$ cat src/rtl/alu_pipe_if.sv
// Handshake and data bundle between the decode stage, the pipelined ALU and writeback.
// The slave modport is the ALU's view; the master modport is the producer/consumer side.
interface alu_pipe_if #(
  parameter int WIDTH = 16
);
  logic             in_valid;
  logic             in_ready;
  logic [WIDTH-1:0] x;
  logic [WIDTH-1:0] y;
  logic             zx;
  logic             nx;
  logic             zy;
  logic             ny;
  logic             f;
  logic             no;
  logic             acc_sel;
  logic             out_valid;
  logic             out_ready;
  logic [WIDTH-1:0] out;
  logic             zr;
  logic             ng;
  logic             cy;
  logic             ov;

  modport slave (
    input  in_valid, x, y, zx, nx, zy, ny, f, no, acc_sel, out_ready,
    output in_ready, out_valid, out, zr, ng, cy, ov
  );

  modport master (
    output in_valid, x, y, zx, nx, zy, ny, f, no, acc_sel, out_ready,
    input  in_ready, out_valid, out, zr, ng, cy, ov
  );
endinterface

$ cat src/rtl/alu_pipe.sv
// Two-stage pipelined Hack ALU with carry/overflow flags, accumulator operand and
// synchronous flush. S1 only captures the beat; S2 evaluates and registers result and flags.
module alu_pipe #(
  parameter int WIDTH = 16
) (
  input logic         clock,
  input logic         reset_n,
  input logic         clear,
  alu_pipe_if.slave   bus
);

  typedef struct packed {
    logic [WIDTH-1:0] out;
    logic             zr;
    logic             ng;
    logic             cy;
    logic             ov;
  } res_t;

  // ctl packing: {zx, nx, zy, ny, f, no}; cy/ov are taken before the final inversion
  function automatic res_t alu_eval(input logic [WIDTH-1:0] xs,
                                    input logic [WIDTH-1:0] ys,
                                    input logic [5:0]       ctl);
    logic [WIDTH-1:0] xz;
    logic [WIDTH-1:0] yz;
    logic [WIDTH-1:0] xa;
    logic [WIDTH-1:0] ya;
    logic [WIDTH-1:0] r;
    logic [WIDTH:0]   sum;
    res_t             res;
    xz  = ctl[5] ? {WIDTH{1'b0}} : xs;
    xa  = ctl[4] ? ~xz : xz;
    yz  = ctl[3] ? {WIDTH{1'b0}} : ys;
    ya  = ctl[2] ? ~yz : yz;
    sum = {1'b0, xa} + {1'b0, ya};
    if (ctl[1]) begin
      r      = sum[WIDTH-1:0];
      res.cy = sum[WIDTH];
      res.ov = (xa[WIDTH-1] == ya[WIDTH-1]) & (r[WIDTH-1] != xa[WIDTH-1]);
    end else begin
      r      = xa & ya;
      res.cy = 1'b0;
      res.ov = 1'b0;
    end
    res.out = ctl[0] ? ~r : r;
    res.zr  = (res.out == {WIDTH{1'b0}});
    res.ng  = res.out[WIDTH-1];
    return res;
  endfunction

  logic             s1_valid_q, s1_valid_d;
  logic [WIDTH-1:0] x_q, x_d;
  logic [WIDTH-1:0] y_q, y_d;
  logic [5:0]       ctl_q, ctl_d;
  logic             acc_sel_q, acc_sel_d;
  logic             s2_valid_q, s2_valid_d;
  res_t             res_q, res_d;
  logic [WIDTH-1:0] acc_q, acc_d;

  logic             s2_take_s;
  logic             in_ready_s;
  logic             accept_s;
  res_t             alu_res_s;

  // Handshake decode, S2 evaluation and next-state selection
  always_comb begin
    s2_take_s  = s1_valid_q & (~s2_valid_q | bus.out_ready);
    in_ready_s = reset_n & ~clear & (~s1_valid_q | s2_take_s);
    accept_s   = bus.in_valid & in_ready_s;
    alu_res_s  = alu_eval(acc_sel_q ? acc_q : x_q, y_q, ctl_q);

    s1_valid_d = s1_valid_q;
    x_d        = x_q;
    y_d        = y_q;
    ctl_d      = ctl_q;
    acc_sel_d  = acc_sel_q;
    s2_valid_d = s2_valid_q;
    res_d      = res_q;
    acc_d      = acc_q;

    if (clear) begin
      // result regs keep their last value; only the valids and acc are flushed
      s1_valid_d = 1'b0;
      s2_valid_d = 1'b0;
      acc_d      = {WIDTH{1'b0}};
    end else begin
      if (accept_s) begin
        s1_valid_d = 1'b1;
        x_d        = bus.x;
        y_d        = bus.y;
        ctl_d      = {bus.zx, bus.nx, bus.zy, bus.ny, bus.f, bus.no};
        acc_sel_d  = bus.acc_sel;
      end else if (s2_take_s) begin
        s1_valid_d = 1'b0;
      end else begin
        s1_valid_d = s1_valid_q;
      end

      if (s2_take_s) begin
        s2_valid_d = 1'b1;
        res_d      = alu_res_s;
        acc_d      = alu_res_s.out;
      end else if (bus.out_ready) begin
        s2_valid_d = 1'b0;
      end else begin
        s2_valid_d = s2_valid_q;
      end
    end
  end

  // Pipeline state registers
  always_ff @(posedge clock or negedge reset_n) begin
    if (!reset_n) begin
      s1_valid_q <= 1'b0;
      x_q        <= {WIDTH{1'b0}};
      y_q        <= {WIDTH{1'b0}};
      ctl_q      <= 6'b000000;
      acc_sel_q  <= 1'b0;
      s2_valid_q <= 1'b0;
      res_q      <= '{out: {WIDTH{1'b0}}, zr: 1'b0, ng: 1'b0, cy: 1'b0, ov: 1'b0};
      acc_q      <= {WIDTH{1'b0}};
    end else begin
      s1_valid_q <= s1_valid_d;
      x_q        <= x_d;
      y_q        <= y_d;
      ctl_q      <= ctl_d;
      acc_sel_q  <= acc_sel_d;
      s2_valid_q <= s2_valid_d;
      res_q      <= res_d;
      acc_q      <= acc_d;
    end
  end

  assign bus.in_ready  = in_ready_s;
  assign bus.out_valid = s2_valid_q;
  assign bus.out       = res_q.out;
  assign bus.zr        = res_q.zr;
  assign bus.ng        = res_q.ng;
  assign bus.cy        = res_q.cy;
  assign bus.ov        = res_q.ov;

endmodule

$ cat src/flat_wrapper.sv
// flat-port wrapper written by rule: the top's interface ports become plain ports
module alu_pipe_flat 
#(
  parameter int WIDTH = 16
)
  (clock, reset_n, clear, bus_in_valid, bus_x, bus_y, bus_zx, bus_nx, bus_zy, bus_ny, bus_f, bus_no, bus_acc_sel, bus_out_ready, bus_in_ready, bus_out_valid, bus_out, bus_zr, bus_ng, bus_cy, bus_ov);
  alu_pipe_if #(.WIDTH(WIDTH)) bus_i ();
  input logic clock;
  input logic reset_n;
  input logic clear;
  input wire logic [$bits(bus_i.in_valid)-1:0] bus_in_valid;
  input wire logic [$bits(bus_i.x)-1:0] bus_x;
  input wire logic [$bits(bus_i.y)-1:0] bus_y;
  input wire logic [$bits(bus_i.zx)-1:0] bus_zx;
  input wire logic [$bits(bus_i.nx)-1:0] bus_nx;
  input wire logic [$bits(bus_i.zy)-1:0] bus_zy;
  input wire logic [$bits(bus_i.ny)-1:0] bus_ny;
  input wire logic [$bits(bus_i.f)-1:0] bus_f;
  input wire logic [$bits(bus_i.no)-1:0] bus_no;
  input wire logic [$bits(bus_i.acc_sel)-1:0] bus_acc_sel;
  input wire logic [$bits(bus_i.out_ready)-1:0] bus_out_ready;
  output wire logic [$bits(bus_i.in_ready)-1:0] bus_in_ready;
  output wire logic [$bits(bus_i.out_valid)-1:0] bus_out_valid;
  output wire logic [$bits(bus_i.out)-1:0] bus_out;
  output wire logic [$bits(bus_i.zr)-1:0] bus_zr;
  output wire logic [$bits(bus_i.ng)-1:0] bus_ng;
  output wire logic [$bits(bus_i.cy)-1:0] bus_cy;
  output wire logic [$bits(bus_i.ov)-1:0] bus_ov;
  assign bus_i.in_valid = bus_in_valid;
  assign bus_i.x = bus_x;
  assign bus_i.y = bus_y;
  assign bus_i.zx = bus_zx;
  assign bus_i.nx = bus_nx;
  assign bus_i.zy = bus_zy;
  assign bus_i.ny = bus_ny;
  assign bus_i.f = bus_f;
  assign bus_i.no = bus_no;
  assign bus_i.acc_sel = bus_acc_sel;
  assign bus_i.out_ready = bus_out_ready;
  assign bus_in_ready = bus_i.in_ready;
  assign bus_out_valid = bus_i.out_valid;
  assign bus_out = bus_i.out;
  assign bus_zr = bus_i.zr;
  assign bus_ng = bus_i.ng;
  assign bus_cy = bus_i.cy;
  assign bus_ov = bus_i.ov;
  alu_pipe #(.WIDTH(WIDTH)) u_core (.clock(clock), .reset_n(reset_n), .clear(clear), .bus(bus_i));
endmodule
$ cat config.mk
export PLATFORM = sky130hd
export DESIGN_NAME = alu_pipe_flat
export DESIGN_NICKNAME = d
export VERILOG_FILES = /design/src/rtl/alu_pipe_if.sv /design/src/rtl/alu_pipe.sv /design/src/flat_wrapper.sv
export SDC_FILE = /design/constraint.sdc
export NUM_CORES = 1
export LEC_CHECK = 0
export BUFFER_PORTS_ARGS = -buffer_cell sky130_fd_sc_hd__buf_2
export CAP_MARGIN = 0
export CORE_MARGIN = 2
export CORE_UTILIZATION = 35
export CTS_BUF_LIST = sky130_fd_sc_hd__clkbuf_8
export DETAILED_ROUTE_END_ITERATION = 8
export PLACE_DENSITY = 0.63
export RECOVER_POWER = 25
export SLEW_MARGIN = 20
export SYNTH_ARGS = -nofsm -noshare
export SYNTH_HDL_FRONTEND = slang
export SYNTH_SLANG_ARGS = --single-unit
$ cat constraint.sdc
create_clock -name clock -period 8.3 [get_ports clock]
set_input_delay 0.83 -clock clock [delete_from_list [all_inputs] [get_ports clock]]
set_output_delay 0.83 -clock clock [all_outputs]
set_load 0.005 [all_outputs]
Word level (Yosys, flattened, before mapping)
Index checks and enable logic that the tools add are counted.
Widths: inputs -> output; s select.

storage, ports and cells
  flip-flop bits (word level) = 77
  output and inout port bits = 22
  bits of input ports = 44
  logic and storage cells = 51

cells by class
  mux-type cells = 16
  bitwise gates (word level) = 14
  eq/ne operators = 2
  $add $sub $neg = 1
  reduce and logical (&&, ||, !) cells = 6

operators with widths
  cell               number
  $mux 16            9
  $not 16->16        3
  $add 16x16->17     1
  $and 16x16->16     1
  $logic_not 16->1   1
  $mux 1             6
  $reduce_bool 3->1  2
  $and 1x1->1        5
  $reduce_and 2->1   2
  $not 1->1          3
  $mux 2             1
  $or 1x1->1         2
  $reduce_bool 2->1  1
  $eq 1x1->1         1
  $ne 1x1->1         1

Logic depth before layout (Yosys ltp)
Gate-level depths: netlist of run 1.

  depth in word-level cells = 10
  gate-level depth with buffers = 14
  gate-level depth less buffers = 13

Worst setup path after synthesis of run 1
Ideal clock, no wire load.

  kind = register to register
  start point = register u_core.acc_sel_q
  end point = register u_core.res_q, in the netlist u_core.bus.zr
  setup slack = 4704 ps
  path buffers = 2
  setup time = 92 ps
  cell stages (with the launch flop) = 15
  period minus slack after synthesis = 3596 ps
  required time = 8208 ps
  data arrival time = 3504 ps
  cell sequence = dfrtp_1 > clkbuf_1 > clkbuf_1 > mux2i_1 > nor2_1 > xor2_1 > fa_1 > a21oi_1 > o21a_1 > or3_1 > a211oi_1 > a311oi_1 > mux2i_1 > nand4b_1 > o31ai_2

between the ends
  word-level cells in the longest chain between the ends = 9
  elaborated cells between the ends (all ways) = 10
  those cells by class = add/sub (1); mux (5); bitwise (3); reduce/logical (1)

ends and longest elaborated chain
  what                                                     line                            source
  start: declaration                                       alu_pipe.sv:55                  logic acc_sel_q, acc_sel_d;
  start signal: assignment                                 alu_pipe.sv:127                 acc_sel_q <= acc_sel_d;
  $mux 16 (*)                                              alu_pipe.sv:70                  alu_res_s = alu_eval(acc_sel_q ? acc_q : x_q, y_q, ctl_q);
  $mux 16 (*)                                              alu_pipe.sv:31                  xz = ctl[5] ? {WIDTH{1'b0}} : xs;
  $not 16->16                                              alu_pipe.sv:32                  xa = ctl[4] ? ~xz : xz;
  $mux 16 (*)                                              alu_pipe.sv:32
  $add 16x16->17 / $and 16x16->16 (equally long branches)  alu_pipe.sv:35, alu_pipe.sv:41
  $mux 16 (*)                                              alu_pipe.sv:36                  if (ctl[1]) begin
  $not 16->16                                              alu_pipe.sv:45                  res.out = ctl[0] ? ~r : r;
  $mux 16 (*)                                              alu_pipe.sv:45
  $logic_not 16->1 (*)                                     alu_pipe.sv:46                  res.zr = (res.out == {WIDTH{1'b0}});
  end signal: assignment                                   alu_pipe.sv:120                 res_q <= '{out: {WIDTH{1'b0}}, zr: 1'b0, ng: 1'b0, cy: 1'b0, ov: 1'b0};
  end signal: assignment                                   alu_pipe.sv:129                 res_q <= res_d;
  end: declaration                                         alu_pipe.sv:57                  res_t res_q, res_d;

Mark *: on every way between the ends. The rest lies on a longest branch, timed or not.
A chain may end at the register's enable or synchronous reset.

Final worst setup path of run 1
Ends and elaborated chain as after synthesis.

==> results of run 1 <==
-- power by group through the flow --
stage               registers [W]  logic, W  clock network, W
global placement         0.000541  0.000931                 0
CTS                      0.000537  0.000954          0.000296
detailed placement       0.000544  0.000949                 0
floorplan                0.000507  0.000761                 0
global route             0.000549   0.00106          0.000312
finish                   0.000535  0.000950          0.000285
-- routing by layer --
metal  track usage (%)  up-vias
met3              3.71       22
met2              27.3       68
met1              18.2     1702
met5                 0        -
met4              7.87        0
li1                  -     1734
-- how the worst max path moves through the flow --
stage,end,startpoint,slack (ns),cells past startpoint
floorplan,u_core.bus.zr,u_core.acc_sel_q,4.70,14
global placement,u_core.bus.zr,u_core.acc_sel_q,4.43,13
detailed placement,u_core.bus.zr,u_core.acc_sel_q,4.35,13
CTS,u_core.bus.zr,u_core.acc_sel_q,4.33,13
global route,u_core.acc_q[2],reset_n,3.65,2
finish,u_core.bus.zr,u_core.acc_sel_q,4.30,13
-- through the flow --
| step | worst slack [ns] | hold WS (ns) |
|---|---|---|
| after floorplan | 4.70 | 0.446 |
| after global placement | 4.43 | 0.458 |
| after detailed placement | 4.35 | 0.463 |
| after CTS | 4.33 | 0.388 |
| after global routing | 3.65 | 0.489 |
| final | 4.30 | 0.480 |
-- registers in the layout, indices dropped and copies added, names as in the netlist --
register              flops
u_core.acc_sel_q          1
u_core.x_q               16
u_core.s1_valid_q         1
u_core.acc_q             16
u_core.bus.ov             1
u_core.bus.out           16
u_core.bus.cy             1
u_core.y_q               16
u_core.bus.zr             1
u_core.ctl_q              6
u_core.bus.out_valid      1
-- final cells by class --
| cell class | instances | area [um^2] | share of cell area, % |
|---|---|---|---|
| Clock buffer | 9 | 124 | 2.32 |
| Clock inverter | 7 | 67.6 | 1.26 |
| Inverter | 9 | 33.8 | 0.632 |
| Multi-Input combinational cell | 361 | 2640 | 49.4 |
| Sequential cell | 76 | 1900 | 35.6 |
| Tap cell | 176 | 220 | 4.12 |
| Timing Repair Buffer | 70 | 358 | 6.69 |
-- synthesized netlist by cell type, drive strengths merged --
master and number:
o311ai 1, mux2i 28, inv 9, o21a 5, dfrtp 76, a41o 1
nand4 3, a21oi 17, o21ai 14, nor3 4, o22ai 1, nor2b 4
fa 1, xor2 24, o21bai 1, a2111oi 1, a21o 11, o41ai 1
ha 16, nand2b 23, a22o 1, nor4 1, nand4b 2, a211o 1
a211oi 6, or3 4, clkbuf 20, buf 6, o221ai 1, mux2 40
a221oi 1, o31ai 3, and2 2, nand3b 2, o211ai 3, nand3 5
xnor2 34, nand2 62, a311oi 2, a31oi 1, nor2 33, o2111ai 1
-- worst max-delay path, cell delays in order, from the launching register on --
cell	delay (ns)
dfrtp_1	0.91
mux2i_1	0.26
nor2_1	0.07
xor2_1	0.16
ha_1	0.28
fa_1	0.44
a21oi_1	0.31
o21a_1	0.26
nand2b_1	0.13
o311ai_1	0.12
xor2_1	0.19
nor4_1	0.44
nand4b_1	0.17
o31ai_2	0.18
-- cell families (layout without fill, tap and decap cells) --
| logic type | Yosys count | after routing | synth area share (%) |
|---|---|---|---|
| and+or+nand+nor | 145 | 145 | 14.2 |
| muxes | 68 | 68 | 15.6 |
| AOI/OAI and AO/OA | 73 | 73 | 11.0 |
| xor gates and xnor gates | 58 | 58 | 10.8 |
| adders and majority gates | 17 | 17 | 4.69 |
| DFF | 76 | 76 | 40.5 |
| buffers and inverters | 35 | 95 | 3.17 |
==> metrics.cfg, run 1 <==
[run_status]
outcome = finished, violations left
violations = max-capacitance violations, max-slew violations

[clock_tree]
worstSkewPairLatency_ns = 0.38
htree_levels = 3
cts_made_buffers = 9
cts_root_buf = clkbuf_8
cts_setup_buffers = 0
tritoncts = built
cts_resized = 0
clk_pin_slew_ns = 0.09
cts_sinks = 76
postCtsHoldBufs = 0
cts_max_path_buffers = 2

[drt]
vias_per_cell = 4.98
routed.top_layer = met4
antenna_left = 0
met2_length_um = 5490
drcViolationCount = 0
first_pass_iters = 4
wl_met1_um = 4620
wl_met3_um = 350
post_drt_wl_per_cell_um = 15.2
drt-initial-drc-count = 162
vias = 3526
wirelength_um = 10700

[run]
drv_cap = 2

[floorplan]
dieArea_um2 = 14400
die_h_um = 120
initial_core_util_pct = 35.6
core-area_um2 = 13200
rows = 42
fp.dieW_um = 120
io_pins = 66

[setup_path]
cp.arrival_ns = 4.30
worst_setup_path_end_kind = flip-flop
cp-start-kind = flip-flop
criticalPathCategory = flip-flop to flip-flop
reg2reg_to = u_core.bus.zr
r2r_slack_ns = 4.30
reg2regPathDepth = 13
cp.required_ns = 8.60
r2r-start = u_core.acc_sel_q
crit_fanout = 17

[sta]
final_max_slew_viol_count = 80
skew_ns = 0.0135
fmax_ghz = 0.250
fin_setup_tns_ns = 0
setup_viol = 0
slew_headroom_pct = -49.9
rsz0062_at_grt = false
hold_viol_final = 0
fin_crit_sh_pct = 48.2
worstMarginPinSlew_ns = 2.25
min_period_ns = 4.00

[hold_path]
hold_path.startpoint = u_core.acc_q[0]
hold_end = u_core.acc_q[0]
hold_path_depth = 1
hp-class = flip-flop to flip-flop

[synth]
synth_top_area_cell = dfrtp_1
ys_types = 52
ys_top_cells_by_area = dfrtp_1, mux2_2, xnor2_1
syn_avg_cell_area_um2 = 9.95
synth_seq_cells = 76
synth_area_um2 = 4690
seq_area_frac_synth_pct = 40.5
syn_inst = 472
synthesis.nets = 533
yosys_warnings = 0
netlist.area_leader.share_pct = 40.5

[power_and_ir_drop]
intPower_w = 0.00103
peakVddDrop_v = 0.000153
p_sw_w = 0.000739
clkPwrFrac_pct = 16.1
power_leakage_nw = 2.57
powerDensity_nw_per_um2 = 331
seq_power_share_pct = 30.2
power.total_w = 0.00177
power_switching_share_pct = 41.8
comb_power_share_pct = 53.7

[global_route]
grt.total_usage_pct = 15.8
grt_pass1_wl_um = 17400
grt_max_degree = 44
gr-total-overflow = 0
antenna_found_initial = 0
first_global_vias = 3571

[cells_and_area]
final_common_cell = dfrtp_1
post_route_cells_drive_above_1_share_pct = 24.6
finalNonFillerCells = 708
area_delta_synth_final_pct = 13.9
nNetsFinal = 588
utilization_pct = 40.6
mostFrequentLayoutCells = dfrtp_1, buf_2, nand2_1, mux2_2, xnor2_1
diodes = 0
design_area_um2 = 5350
num-fill-cells = 1355

[placement]
gp_congestion = 0.829
dpl.hpwl_um = 8060
postPlaceCellArea_um2 = 5160
port_buffers = 65
dp_cells = 692

Note: power is estimated with default switching activity, not from simulation.
==> run 2, diff against run 1 <==
--- a/config.mk
+++ b/config.mk
@@ -11,7 +11,7 @@
 export CORE_UTILIZATION = 35
 export CTS_BUF_LIST = sky130_fd_sc_hd__clkbuf_8
 export DETAILED_ROUTE_END_ITERATION = 8
-export PLACE_DENSITY = 0.63
+export PLACE_DENSITY = 0.65
 export RECOVER_POWER = 25
 export SLEW_MARGIN = 20
 export SYNTH_ARGS = -nofsm -noshare
==> constraint.sdc (replaced) <==
create_clock -name clock -period 3.4 [get_ports clock]
set_input_delay 0.34 -clock clock [delete_from_list [all_inputs] [get_ports clock]]
set_output_delay 0.34 -clock clock [all_outputs]
set_load 0.005 [all_outputs]
==> metrics.cfg, run 2 (synthesis results as in run 1) <==
[power_and_ir_drop]
peakVddDrop_v = 0.000260
powerDensity_nw_per_um2 = 825
power_leakage_nw = 2.67

[drt]
drt-initial-drc-count = 143
post_drt_wl_per_cell_um = 15.3
antenna_left = 0
wirelength_um = 11100
vias = 3655
first_pass_iters = 4
drcViolationCount = 0
vias_per_cell = 5.03

[cells_and_area]
final_common_cell = dfrtp_1
diodes = 0
utilization_pct = 42.3
mostFrequentLayoutCells = dfrtp_1, buf_2, nand2_1, mux2_2
nNetsFinal = 607
post_route_cells_drive_above_1_share_pct = 30.2
design_area_um2 = 5580
area_delta_synth_final_pct = 18.9

[sta]
min_period_ns = 3.19
final_max_slew_viol_count = 33
skew_ns = 0.0116
setup_viol = 0
whs_ns = 0.168
fmax_ghz = 0.313
hold_viol_final = 0
slew_headroom_pct = -22.2
fin_crit_sh_pct = 93.9
worstMarginPinSlew_ns = 1.83
setup_ws_ns = 0.207

[placement]
pre_cts_ws_ns = -0.0885
gp_congestion = 0.848
port_buffers = 65
dpl.hpwl_um = 8350
postPlaceCellArea_um2 = 5270

[floorplan]
core-area_um2 = 13200
dieArea_um2 = 14400
fp.dieW_um = 120
rows = 42
die_h_um = 120
initial_core_util_pct = 35.6
io_pins = 66

[run]
drv_cap = 1

[setup_path]
worst_setup_path_end_kind = flip-flop
cp.arrival_ns = 3.48
critical_path.max_stage_delay_ns = 0.49
cp-start-kind = flip-flop
crit_fanout = 7
worst_path_max_delay_cell = dfrtp_2
crit_chain = buf_12 -> buf_4 -> mux2i_1 -> nor2_1 -> xor2_1 -> ha_4 -> nand2_1 -> nor2_1 -> a311oi_2 -> o21ai_1 -> xnor2_1 -> mux2i_1 -> buf_4 -> xnor2_1 -> o31ai_2
criticalPathCategory = flip-flop to flip-flop
cp.required_ns = 3.68
r2r_slack_ns = 0.21

[global_route]
grt.total_usage_pct = 16.2
antenna_found_initial = 0
grt_pass1_wl_um = 18200
first_global_vias = 3693
grt_max_degree = 46
gr-total-overflow = 0

[run_status]
outcome = finished, violations left
violations = max-capacitance violations, max-slew violations

[clock_tree]
worstSkewPairLatency_ns = 0.37
htree_levels = 3
cts_sinks = 76
postCtsHoldBufs = 0
clk_pin_slew_ns = 0.08
cts_made_buffers = 9
cts_max_path_buffers = 2
cts_root_buf = clkbuf_8
tritoncts = built

[hold_path]
hp-class = primary input to flip-flop

[run 2: cell types whose count changed in the layout (fill, tap and decap cells not counted), sizes merged]
cell / before / now
bufinv: 1 / 0
clkbuf: 11 / 14
clkinv: 2 / 1
clkinvlp: 2 / 1
buf: 68 / 86
[run 2: where the power goes]
| part | switching [W] | internal [W] |
|---|---|---|
| sequential | 0.000155 | 0.00112 |
| clock | 0.000347 | 0.000300 |
| combinational | 0.00142 | 0.00126 |
[run 2: area by class of cell]
| cell class | count | area, um^2 |
|---|---|---|
| repair buffers | 89 | 510 |
| inverters | 9 | 33.8 |
| clock buffers | 11 | 151 |
| well taps | 176 | 220 |
| clock inverters | 4 | 25.0 |
| flip-flops and latches | 76 | 1900 |
| multi-input cells | 361 | 2740 |
| fillers | 1300 | 7610 |
[run 2: critical path, delay by kind of cell, from the launching register on]
family	cells	cell delay [ns]
flip-flops	1	0.49
buffers and inverters	3	0.45
AO/OA/AOI/OAI	3	0.72
multiplexers	2	0.32
AND/OR/NAND/NOR	3	0.31
XOR/XNOR	3	0.54
adder cells (fa/ha/maj)	1	0.28
[run 2: repair_timing]
action / in CTS / in global routing
endpoints found under the setup margin: 3 / 8
setup buffers: 0 / 7
gates resized for setup: 2 / 19
pin swaps: 0 / 13
[run 2: worst paths after layout]
check                                   startpoint                    to  depth (start not counted)
worst max-delay path              u_core.acc_sel_q         u_core.bus.zr                         15
worst min-delay path                         clear  u_core.bus.out_valid                          2
worst max register to register    u_core.acc_sel_q         u_core.bus.zr                         15
worst min register to register  u_core.bus.out[10]    u_core.bus.out[10]                          2
max in group asynchronous                  reset_n      u_core.acc_sel_q                          3
min in group asynchronous                  reset_n         u_core.y_q[6]                          2
[run 2: metrics by stage]
step | total power [W] | instances | setup TNS (ns)
6_report | 0.00461 | 726 | 0
5_1_grt | 0.00497 | 726 | -0.00722
4_1_cts | 0.00442 | 719 | 0
3_5_place_dp | 0.00373 | 704 | -0.125
3_3_place_gp | 0.00369 | 704 | 0
2_1_floorplan | 0.00310 | 472 | 0
[run 2: metal layers]
layer	track usage (%)	part of all wire, %	vias up
li1	-	-	1771
met1	20.0	43	1788
met2	27.4	50	76
met3	3.66	4.0	20
met4	6.47	2.6	0
met5	0	0	-
